`src/rtl/mpu6050_sample_scheduler.sv`:
```
// mpu6050_sample_scheduler: periodic gyro-then-accel read scheduler with atomic frame publish, per-read timeout and overrun tracking
module mpu6050_sample_scheduler #(
   parameter int unsigned PERIOD_CYCLES  = 500000,
   parameter int unsigned TIMEOUT_CYCLES = 4000000
) (
   input  logic        clk,
   input  logic        rst,
   input  logic        enable,
   input  logic        err_clr,
   output logic        gyro_req,
   output logic        accel_req,
   input  logic        gyro_done,
   input  logic        accel_done,
   input  logic [15:0] gyro_x_in,
   input  logic [15:0] gyro_y_in,
   input  logic [15:0] gyro_z_in,
   input  logic [15:0] accel_x_in,
   input  logic [15:0] accel_y_in,
   input  logic [15:0] accel_z_in,
   output logic [15:0] gyro_x,
   output logic [15:0] gyro_y,
   output logic [15:0] gyro_z,
   output logic [15:0] accel_x,
   output logic [15:0] accel_y,
   output logic [15:0] accel_z,
   output logic        sample_valid,
   output logic [15:0] frame_cnt,
   output logic        busy,
   output logic        timeout_err,
   output logic        overrun,
   output logic [7:0]  overrun_cnt
);
   typedef enum logic [2:0] {IDLE, WAIT_TICK, REQ_GYRO, GAP, REQ_ACCEL, PUBLISH} state_t;
   state_t      state, state_nx;
   logic [23:0] per_cnt, to_cnt;
   logic [47:0] g_hold, a_hold;
   logic        tick, to_hit, publish, miss, to_fire;
   assign tick   = enable && (per_cnt == 24'(PERIOD_CYCLES - 1));
   assign to_hit = to_cnt == 24'(TIMEOUT_CYCLES - 1);
   // state register
   always_ff @(posedge clk or posedge rst)
      if (rst) state <= IDLE;
      else state <= state_nx;
   // next state: a started frame always runs to publish or timeout, enable only matters at frame boundaries
   always_comb begin
      state_nx = state;
      case (state)
         IDLE:      state_nx = enable ? WAIT_TICK : IDLE;
         WAIT_TICK: state_nx = !enable ? IDLE : tick ? REQ_GYRO : WAIT_TICK;
         REQ_GYRO:  state_nx = gyro_done ? GAP : to_hit ? (enable ? WAIT_TICK : IDLE) : REQ_GYRO;
         GAP:       state_nx = REQ_ACCEL;
         REQ_ACCEL: state_nx = accel_done ? PUBLISH : to_hit ? (enable ? WAIT_TICK : IDLE) : REQ_ACCEL;
         PUBLISH:   state_nx = enable ? WAIT_TICK : IDLE;
         default:   state_nx = IDLE;
      endcase
   end
   // state decodes: a done arriving on the last allowed cycle still wins over the timeout
   always_comb begin
      busy    = state inside {REQ_GYRO, GAP, REQ_ACCEL};
      publish = state == PUBLISH;
      miss    = tick && (busy || publish);
      to_fire = to_hit && ((state == REQ_GYRO && !gyro_done) || (state == REQ_ACCEL && !accel_done));
   end
   // period counter, held at zero while disabled so the first tick lands a full period after enable
   always_ff @(posedge clk or posedge rst)
      if (rst) per_cnt <= '0;
      else per_cnt <= (!enable || tick) ? '0 : per_cnt + 24'd1;
   // per-request wait counter, restarts on every entry into a request state
   always_ff @(posedge clk or posedge rst)
      if (rst) to_cnt <= '0;
      else to_cnt <= (state_nx == state && (state == REQ_GYRO || state == REQ_ACCEL)) ? to_cnt + 24'd1 : '0;
   // requests registered from the next state so they track the request states exactly
   always_ff @(posedge clk or posedge rst)
      if (rst) begin
         gyro_req  <= 1'b0;
         accel_req <= 1'b0;
      end else begin
         gyro_req  <= state_nx == REQ_GYRO;
         accel_req <= state_nx == REQ_ACCEL;
      end
   // holding registers collect the frame; outputs only move together on publish
   always_ff @(posedge clk or posedge rst)
      if (rst) begin
         g_hold                      <= '0;
         a_hold                      <= '0;
         {gyro_x, gyro_y, gyro_z}    <= '0;
         {accel_x, accel_y, accel_z} <= '0;
         frame_cnt                   <= '0;
         sample_valid                <= 1'b0;
      end else begin
         if (state == REQ_GYRO && gyro_done) g_hold <= {gyro_x_in, gyro_y_in, gyro_z_in};
         if (state == REQ_ACCEL && accel_done) a_hold <= {accel_x_in, accel_y_in, accel_z_in};
         if (publish) begin
            {gyro_x, gyro_y, gyro_z}    <= g_hold;
            {accel_x, accel_y, accel_z} <= a_hold;
            frame_cnt                   <= frame_cnt + 16'd1;
         end
         sample_valid <= publish;
      end
   // sticky error flags; a set event in the same cycle as err_clr wins
   always_ff @(posedge clk or posedge rst)
      if (rst) begin
         timeout_err <= 1'b0;
         overrun     <= 1'b0;
         overrun_cnt <= '0;
      end else begin
         timeout_err <= to_fire || (timeout_err && !err_clr);
         overrun     <= miss || (overrun && !err_clr);
         overrun_cnt <= miss ? (err_clr ? 8'd1 : overrun_cnt + {7'd0, overrun_cnt != 8'hFF}) : (err_clr ? 8'd0 : overrun_cnt);
      end
endmodule

```
`config.mk`:
```
export PLATFORM = sky130hd
export DESIGN_NAME = mpu6050_sample_scheduler
export DESIGN_NICKNAME = d
export VERILOG_FILES = /design/src/rtl/mpu6050_sample_scheduler.sv
export SDC_FILE = /design/constraint.sdc
export NUM_CORES = 1
export LEC_CHECK = 0
export ABC_AREA = 1
export CAP_MARGIN = 20
export CORE_MARGIN = 2
export CORE_UTILIZATION = 40
export CTS_CLUSTER_SIZE = 30
export DETAILED_ROUTE_END_ITERATION = 10
export SLEW_MARGIN = 20
export SYNTH_ARGS = -nofsm -noshare
export SYNTH_HDL_FRONTEND = slang
export SYNTH_SLANG_ARGS = --single-unit
```
`constraint.sdc`:
```
create_clock -name clk -period 15.1 [get_ports clk]
set_input_delay 4.53 -clock clk [delete_from_list [all_inputs] [get_ports clk]]
set_output_delay 4.53 -clock clk [all_outputs]
set_load 0.01 [all_outputs]
```
==> summary.txt <==
Syn nets - 1,283
Fin crit share - 43.7%
Post-Route WL - 27,500 um
Ys flop type - dfrtp_1
Unique masters post-synth - 41
Synthesized cell area - 11,500 um^2
Hold/Removal Path Class - register to register
CP Data Arrival Time - 2080 ps
Crit path top cell by count - nand2_1
DR vias - 8,516
Antenna violations before repair - 3
Die X - 173 um
Critical Path RT - 10,570 ps
Seq/Total Area, Yosys - 59.4%
Met2 Track Usage GR - 30.3%
RSZ-0062 raised after global routing - no
# rows - 61
Area Overhead vs Synth - 32.2%
Fin. Hold Viols - 0
First-pass GRT wire length - 44,800 um
CP Max Fanout - 5
Syn Inst Count - 1,176
Fmax - 0.151 GHz
Clock sinks - 272
Fin Setup TNS - 0 ps
H-tree depth - 1
CTS clk-pin slew, worst paths - 60 ps
Cell taking the most area after synthesis - dfrtp_1
Iteration count of the initial detailed-routing pass - 4
CP Class - register to output port
Area contributors post-synth - dfrtp_1 59%, nand2_1 12%, mux2_2 7.1%
Die area - 30,000 um^2
Die H - 173 um
DP Wirelength - 18,500 um
IO Pins - 228
Drt drc - 0
Fin crit period - 6610 ps
CTS buffer count - 29
Flops & latches, synth - 272
Tot GR Track Use - 18.2%
Met1 Usage GRT - 23.8%
Slew Limit Fails - 0
DR iter-0 viols - 478
EDFF count, synth - 0
Global route total overflow - 0
Antenna-violating nets left - 0
Initial Util - 40.9%
Max-slew headroom - 38.6%
Power density cells - 139 nW/um^2
Max Root-Sink Buffers - 3
Avg Synthesized Cell Area - 9.74 um^2
Least-Margin Pin Slew - 921 ps
Detailed-route wire length per cell - 15.2 um
Async set-reset flop share out of synthesis - 100%
Final Skew - 13.6 ps
Busiest grt layer - met2
Peak supply drop - 0.0000812 V
Syn. warnings - 0
Vias/cell - 4.72
Clock root buffer - clkbuf_16
Post-CTS sizing - 0
Crit-path max cell delay - 530 ps
Fin util - 54.1%
Share of cells above drive strength 1 - 12.5%
Critical path launch point type - register
CTS Hold Bufs - 0
Setup violators final - 0
Met3 GRT Util - 4.67%
Setup crit end kind - output port
Total power - 2.11 mW
Number of global-route vias before repair - 8,556
Top cell type's share of synthesized area - 59.4%
Leak Pwr - 7.13 nW
Routability cong. - 0.825
Outcome - finished, final reports clean
Largest net degree at the start of global routing - 133
PortBufs - 227
Filler cells - 2,551
Worst-path cell chain - inv_2 > nand2_1 > nor2_2 > inv_1 > nand2_1 > clkdlybuf4s50_1
Clk_lat worst skew - 560 ps
Net count reported at finish - 1,508
Slowest cell on crit path - clkdlybuf4s50_1
Setup repair bufs after CTS - 0
Core box area - 28,000 um^2
Total of max-cap violations - 0
CTS tree - yes
## worst max-delay path, delay by kind of cell, from the launching register on
kind	cells	cell delay (ps)
buf+inv	3	770
flops	1	420
simple gates	3	340
## cell type report
cell class                 count  area (um^2)  area share, %
sequential                   272         6810           44.9
tap                          378          473           3.12
multi-input combinational    773         4120           27.2
clock buffer                  43          888           5.87
antenna                        2         5.00         0.0330
inverter                      92          353           2.33
timing repair buffer         233         2320           15.3
clock inverter                11          179           1.18
## metal layers
metal,vias to the layer above,share of wire [%]
met5,-,0.047
met4,2,1.9
met3,32,6.7
met2,202,47
met1,4093,44
li1,4187,-
## flip-flops by register name (all words and copies together), names as in the netlist
| register | flops |
|---|---|
| a_hold | 48 |
| accel_req | 1 |
| accel_x | 16 |
| accel_y | 16 |
| accel_z | 16 |
| frame_cnt | 16 |
| g_hold | 48 |
| gyro_req | 1 |
| gyro_x | 16 |
| gyro_y | 16 |
| gyro_z | 16 |
| overrun | 1 |
| overrun_cnt | 8 |
| per_cnt | 24 |
| sample_valid | 1 |
| state | 3 |
| timeout_err | 1 |
| to_cnt | 24 |
## placed cells by master, fill, tap and decap left out, types with 2 or more instances in the layout
cell             count
nand2_1            360
dfrtp_1            272
clkdlybuf4s50_1    227
nor2_1              89
inv_1               86
mux2_2              72
a21oi_1             39
nand3_1             37
o21ai_0             33
nor2_2              29
clkbuf_16           29
xor2_1              27
nor3_1              16
xnor2_1             14
clkbuf_8            11
nand4_1             10
nor4_1               7
nand2_2              6
o31ai_1              6
buf_4                6
ha_1                 5
inv_2                4
bufinv_16            4
nor3_2               3
clkinv_2             3
clkbuf_1             3
diode_2              2
nand3b_1             2
nor2_4               2
o21bai_1             2
o21a_1               2
clkinvlp_4           2
## path summary, 6_finish.rpt
path                       startpoint      endpoint  slack (ps)  cells past startpoint
setup / recovery             state[0]          busy        8490                      6
hold / removal             g_hold[19]     gyro_y[3]         460                      2
setup reg to reg             state[2]  frame_cnt[2]       12400                      5
hold reg to reg            g_hold[19]     gyro_y[3]         460                      2
max in group asynchronous         rst   accel_y[10]        9050                      3
min in group asynchronous         rst     gyro_y[4]        4580                      2
## per-stage QoR
step / std cells / area, um^2 / setup WS [ps] / hold WS (ps)
4_1_cts: 1802 / 15100 / 8450 / 466
3_5_place_dp: 1748 / 14100 / 8330 / 453
6_report: 1804 / 15100 / 8490 / 462
2_1_floorplan: 1176 / 11500 / 3070 / 424
3_3_place_gp: 1748 / 14100 / 8330 / 445
5_1_grt: 1804 / 15100 / 8410 / 480
## report_power, final
part / total [mW] / internal (mW) / switching (mW) / leakage (nW)
Combinational: 0.396 / 0.233 / 0.163 / 3.13
Sequential: 0.937 / 0.860 / 0.0768 / 3.47
Clock: 0.775 / 0.476 / 0.299 / 0.522
Total: 2.11 / 1.57 / 0.539 / 7.13
## cell usage after synthesis, types with 6 or more instances
master      n
inv_1      88
nor2_2     29
nor3_1     16
xnor2_1    14
o21ai_0    33
buf_2      12
a21oi_1    39
dfrtp_1   272
nand3_1    37
nor4_1      7
nor2_1     89
mux2_2     72
nand2_1   361
o31ai_1     6
nand4_1    10
clkbuf_1   19
xor2_1     27
## kinds of logic after synthesis
family	share of synthesized area, %
multiplexers	7.08
adder cells (fa/ha/maj)	0.546
XOR/XNOR	3.13
AND/OR/NAND/NOR	20.9
flip-flops	59.4
buffers and inverters	4.65
AO/OA/AOI/OAI	4.27
(Power assumes the default switching activity.)
